<file path="config.mk">
export PLATFORM = sky130hd
export DESIGN_NAME = seq_alu
export DESIGN_NICKNAME = d
export VERILOG_FILES = /design/src/rtl/seq_alu_pkg.sv /design/src/rtl/seq_alu_digit_alu.sv /design/src/rtl/seq_alu.sv
export SDC_FILE = /design/constraint.sdc
export NUM_CORES = 1
export LEC_CHECK = 0
export ABC_AREA = 1
export ABC_CLOCK_PERIOD_IN_PS = 2950
export CORE_MARGIN = 3
export CORE_UTILIZATION = 50
export CTS_CLUSTER_SIZE = 30
export DETAILED_ROUTE_END_ITERATION = 12
export GPL_TIMING_DRIVEN = 0
export PLACE_DENSITY = 0.77
export SYNTH_ARGS = -nofsm -noshare
export SYNTH_HDL_FRONTEND = slang
export SYNTH_HIERARCHICAL = 1
export SYNTH_SLANG_ARGS = --single-unit
export TNS_END_PERCENT = 1
</file>
<file path="constraint.sdc">
create_clock -name clk -period 2.95 [get_ports clk]
set_input_delay 0.4425 -clock clk [delete_from_list [all_inputs] [get_ports clk]]
set_output_delay 0.4425 -clock clk [all_outputs]
set_load 0.01 [all_outputs]
</file>
<file path="src/rtl/seq_alu_pkg.sv">
// Shared types for the digit-serial ALU: controller states and {M,Cen} op decode.
package seq_alu_pkg;

    typedef enum logic [1:0] {IDLE, RUN, DONE} state_t;

    // Operation codes, indexed as {M, Cen}
    localparam logic [1:0] XOR  = 2'b00;
    localparam logic [1:0] ADD  = 2'b01;
    localparam logic [1:0] XNOR = 2'b10;
    localparam logic [1:0] SUB  = 2'b11;

endpackage

</file>
<file path="src/rtl/seq_alu_digit_alu.sv">
// One DIGIT-wide combinational ALU slice; the sequencer reuses it once per cycle.
module digit_alu
    import seq_alu_pkg::*;
#(
    parameter int DIGIT = 4
) (
    input  logic [DIGIT-1:0] a,
    input  logic [DIGIT-1:0] b,
    input  logic             m,
    input  logic             cen,
    input  logic             cin,
    output logic [DIGIT-1:0] sum,
    output logic             cout,
    output logic             cmsb
);

    logic [DIGIT-1:0] t;
    logic [DIGIT:0]   full;

    assign t    = b ^ {DIGIT{m}};
    assign full = {1'b0, a} + {1'b0, t} + {{DIGIT{1'b0}}, cin};

    always_comb begin
        sum  = a ^ t;
        cout = 1'b0;
        cmsb = 1'b0;
        case ({m, cen})
            ADD, SUB: begin
                sum  = full[DIGIT-1:0];
                cout = full[DIGIT];
                // Carry into the MSB falls out of the MSB sum bit: s = a ^ t ^ c.
                cmsb = full[DIGIT-1] ^ a[DIGIT-1] ^ t[DIGIT-1];
            end
            XOR, XNOR: ;
        endcase
    end

endmodule

</file>
<file path="src/rtl/seq_alu.sv">
// Digit-serial add/sub/xor/xnor unit: DIGIT bits per cycle, LSB slice first,
// with valid/ready handshakes on both sides and a held result in DONE.
module seq_alu
    import seq_alu_pkg::*;
#(
    parameter int WIDTH = 8,
    parameter int DIGIT = 4
) (
    input  logic             clk,
    input  logic             rst,
    input  logic             in_valid,
    output logic             in_ready,
    input  logic [WIDTH-1:0] A,
    input  logic [WIDTH-1:0] B,
    input  logic             M,
    input  logic             Cen,
    output logic             out_valid,
    input  logic             out_ready,
    output logic [WIDTH-1:0] S,
    output logic             Cout,
    output logic             Z,
    output logic             V
);

    localparam int NDIG = WIDTH / DIGIT;
    localparam int CW   = (NDIG > 1) ? $clog2(NDIG) : 1;

    generate
        if (DIGIT < 1 || DIGIT > WIDTH || (WIDTH % DIGIT) != 0) begin : g_bad_param
            $error("seq_alu: DIGIT must divide WIDTH and be <= WIDTH");
        end
    endgenerate

    state_t           state, state_nx;
    logic [WIDTH-1:0] a_r, b_r, s_upd;
    logic             m_r, cen_r, carry;
    logic [CW-1:0]    cnt;
    logic [DIGIT-1:0] sl_sum;
    logic             sl_cout, sl_cmsb;
    logic             accept, last;

    assign in_ready  = !rst && (state == IDLE || (state == DONE && out_ready));
    assign out_valid = (state == DONE);
    assign accept    = in_valid && in_ready;
    assign last      = (cnt == CW'(NDIG - 1));

    digit_alu #(.DIGIT(DIGIT)) u_dig (
        .a    (a_r[cnt*DIGIT +: DIGIT]),
        .b    (b_r[cnt*DIGIT +: DIGIT]),
        .m    (m_r),
        .cen  (cen_r),
        .cin  (carry),
        .sum  (sl_sum),
        .cout (sl_cout),
        .cmsb (sl_cmsb)
    );

    always_comb begin
        s_upd = S;
        s_upd[cnt*DIGIT +: DIGIT] = sl_sum;
    end

    always_ff @(posedge clk or posedge rst) begin
        if (rst) state <= IDLE;
        else     state <= state_nx;
    end

    always_comb begin
        state_nx = state;
        case (state)
            IDLE:    if (accept) state_nx = RUN;
            RUN:     if (last)   state_nx = DONE;
            // Simultaneous out/in handshake chains straight into the next op.
            DONE:    if (accept) state_nx = RUN;
                     else if (out_ready) state_nx = IDLE;
            default: state_nx = IDLE;
        endcase
    end

    always_ff @(posedge clk or posedge rst) begin
        if (rst) begin
            a_r   <= '0;
            b_r   <= '0;
            m_r   <= 1'b0;
            cen_r <= 1'b0;
            carry <= 1'b0;
            cnt   <= '0;
            S     <= '0;
            Cout  <= 1'b0;
            Z     <= 1'b0;
            V     <= 1'b0;
        end else if (accept) begin
            a_r   <= A;
            b_r   <= B;
            m_r   <= M;
            cen_r <= Cen;
            carry <= M & Cen;
            cnt   <= '0;
        end else if (state == RUN) begin
            S     <= s_upd;
            carry <= sl_cout;
            cnt   <= cnt + CW'(1);
            if (last) begin
                Cout <= sl_cout;
                V    <= sl_cmsb ^ sl_cout;
                Z    <= (s_upd == '0);
            end
        end
    end

endmodule

</file>
==> flow_metrics.py <==
metrics = {
    "pwr": {
        "power_frac_comb_pct": 62.6,
        "sequentialPowerShare_pct": 26.8,
        "p_sw_uw": 1423,
        "peakVddDrop_mv": 0.6157,
        "netSwitchingFraction_pct": 47.02,
        "p_int_uw": 1604,
        "pwr-share-clk_pct": 10.7,
        "leakagePower_uw": 0.001220,
        "p_per_area_mw_per_mm2": 1265,
    },
    "sta": {
        "fmax_mhz": 390.6,
        "worst_pin_slew_ns": 0.4519,
        "slew_viol_final": 0,
        "skew_ns": 0.006522,
        "finalCriticalPeriod_ns": 2.560,
        "setup_violations": 0,
        "relSlewSlack_pct": 69.69,
        "hold_viol_final": 0,
        "period_share_pct": 86.80,
        "grt_setup_unrepaired": "false",
        "tns_ns": 0,
    },
    "critical_path": {
        "path_class": "reg2reg",
        "crit_path_start": "cnt$_DFFE_PP0P_",
        "end_kind": "flip-flop",
        "worst-r2r-setup-slack_ns": 0.39,
        "cp_slowest_cell": "fa_1",
        "reg2reg_to": "Z$_DFFE_PP0P_",
        "crit_chain": "clkbuf_2 -> nand2_1 -> o21ai_1 -> xor2_1 -> fa_1 -> fa_1 -> nand2_1 -> xor2_1 -> inv_1 -> nor2_1 -> nand2_1 -> nor2_1 -> nand2_1 -> nand2_1",
        "cp-start-kind": "flip-flop",
        "cp.arrival_ns": 2.78,
        "regToRegStartpoint": "cnt$_DFFE_PP0P_",
        "cp_num_cells": 14,
        "rr_worst_depth": 14,
        "cp_top_family": "adder cells",
        "crit_path_max_fanout": 10,
        "crit_end": "Z$_DFFE_PP0P_",
        "max_stage_delay_ns": 0.44,
        "critPathBufInv": 2,
        "cp_common_cell": "nand2_1",
        "critical_path_required_ns": 3.17,
    },
    "cts": {
        "numCtsBuffers": 5,
        "path_clk_slew_ns": 0.07,
        "insertion_delay_ns": 0.28,
        "cts_tree": "yes",
        "cts_htree_levels": 2,
        "cts_root_buffer": "clkbuf_8",
        "hold_buffers": 0,
        "clockBufferDepth": 2,
        "cts.sinks": 33,
    },
    "place": {
        "place.gp.congestion": 0.8711,
        "port_buffers": 34,
        "dpl_cell_area_mm2": 0.002285,
        "dpl.hpwl_mm": 2.806,
    },
    "cells_and_area": {
        "drive_gt1_share_pct": 16.30,
        "fin_nets": 303,
        "final_cell_mix": "nand2_1, clkdlybuf4s50_1, dfrtp_1",
        "diodes": 0,
        "area_growth_pct": 26.86,
        "design_area_mm2": 0.002394,
        "nFillCells": 311,
        "layout_commonest_cell": "nand2_1",
    },
    "logic_synthesis": {
        "synth_mux_area_share_pct": 0,
        "ys_types": 29,
        "synth_fp_nets": 261,
        "synth_compound_area_share_pct": 7.162,
        "synth_top_family_by_area": "simple AND/OR/NAND/NOR gates",
        "syn_area_mm2": 0.001887,
        "ys_warn_count": 6,
        "synth_cells": 233,
        "ys_ff_latch": 33,
        "synth-xor-area-share_pct": 2.321,
        "synth.avg_cell_area_um2": 8.098,
        "synth-simple-area-share_pct": 33.29,
        "synth_fa_ha_area_share_pct": 4.775,
        "yosysSeqAreaShare_pct": 43.77,
    },
    "worst_hold_path": {
        "min_from": "S[6]$_DFFE_PP0P_",
        "hold_path_depth": 2,
        "hp-class": "reg2reg",
    },
    "floorplanning": {
        "chipHeight_um": 67.43,
        "die-area_mm2": 0.004547,
        "start_util_pct": 53.99,
        "boundaryPins": 35,
        "die_x_um": 67.43,
        "rows": 21,
        "core_mm2": 0.003495,
    },
    "detailed_routing": {
        "routed_wl_mm": 3.643,
        "routedWlPerCell_um": 11.31,
        "via_per_inst": 4.752,
        "drt_iter0_drc": 88,
        "firstDrtPassIters": 4,
        "drc": 0,
        "antenna_left": 0,
        "vias": 1530,
    },
    "flow_run": {
        "cap_violations": 0,
    },
    "outcome": {
        "status": "complete, no violations",
    },
    "global_route": {
        "grt_max_degree": 34,
        "grt_pass1_wl_mm": 6.299,
        "grt_overflow": 0,
        "track_usage_pct": 18.15,
        "grt_pass1_vias": 1471,
        "grt_antenna_before_repair": 0,
    },
}
-- worst register-to-register path, delay by kind of cell, from the launching register on --
family          cells  cell delay, ns
flops               1            0.42
simple gates        7            0.51
xor+xnor            2            0.33
buf+inv             2            0.29
fa+ha+maj           2            0.85
compound gates      1            0.08
-- what timing repair did --
action,CTS,global route
setup endpoints to repair,0,1
resized for setup,0,3
setup buffers,0,0
-- kinds of logic after synthesis --
group	after synthesis
AOI/OAI and AO/OA	21
xor gates and xnor gates	5
adders and majority gates	6
buffers and inverters	31
DFF	33
and+or+nand+nor	137
-- power by group through the flow --
| stage | Clock (uW) | Combinational (uW) | Sequential (uW) |
|---|---|---|---|
| 3_5_place_dp | 0 | 1880 | 821 |
| 5_1_grt | 346 | 2170 | 837 |
| 2_1_floorplan | 0 | 1410 | 814 |
| 4_1_cts | 330 | 1890 | 813 |
| 3_3_place_gp | 0 | 1850 | 809 |
| 6_report | 322 | 1890 | 811 |
-- worst min path at each step --
stage | end | slack [ns]
after detailed placement | a_r[6]$_DFFE_PP0P_ | 0.47
after global placement | Z$_DFFE_PP0P_ | 0.46
after floorplan | a_r[1]$_DFFE_PP0P_ | 0.45
final | S[6]$_DFFE_PP0P_ | 0.48
after CTS | S[6]$_DFFE_PP0P_ | 0.48
after global routing | S[6]$_DFFE_PP0P_ | 0.49
-- synthesized netlist by cell type (all sizes together) --
cell type  number  area share, %
fa              2            2.1
nand4           1           0.33
o21ai          14            5.1
a21oi           7            2.1
or2             1           0.33
nor2           12            3.2
nand2         108             23
xor2            4            1.9
dfrtp          33             44
clkbuf          1           0.20
xnor2           1           0.46
nor3            1           0.53
inv            25            5.4
nand3          14            5.4
buf             5            3.1
ha              4            2.7
-- metrics by stage --
stage	total power, uW	std cells	util, %	setup WS [ns]	hold WS (ns)
floorplan	2222	233	-	0.5094	0.4491
global placement	2654	313	65.38	0.1730	0.4643
detailed placement	2698	313	65.38	0.2191	0.4666
CTS	3037	321	67.67	0.1998	0.4820
global route	3351	322	68.49	0.08196	0.4913
finish	3027	322	68.49	0.3895	0.4779
-- registers in the layout, indices dropped and copies added, names as in the netlist --
register,cells
Cout,1
S,8
V,1
Z,1
a_r,8
b_r,8
carry,1
cen_r,1
cnt,1
m_r,1
state,2
-- final cells by class --
| cell class | count | area, um^2 | share of cell area [%] |
|---|---|---|---|
| multi-input combinational | 169 | 897.1 | 37.48 |
| inverter | 25 | 101.3 | 4.234 |
| sequential | 33 | 825.8 | 34.50 |
| timing repair buffer | 35 | 367.9 | 15.37 |
| clock buffer | 8 | 80.08 | 3.346 |
| buffer | 6 | 63.81 | 2.666 |
| tap | 46 | 57.56 | 2.405 |
-- metal layers --
layer  GRT usage [%]  vias to the layer above  share of wire, %
li1                -                      803                 -
met1           23.47                      690                46
met2           31.04                       33                49
met3           3.494                        4               4.3
met4           4.810                        0              0.58
met5               0                        -                 0
(Power assumes the default switching activity.)
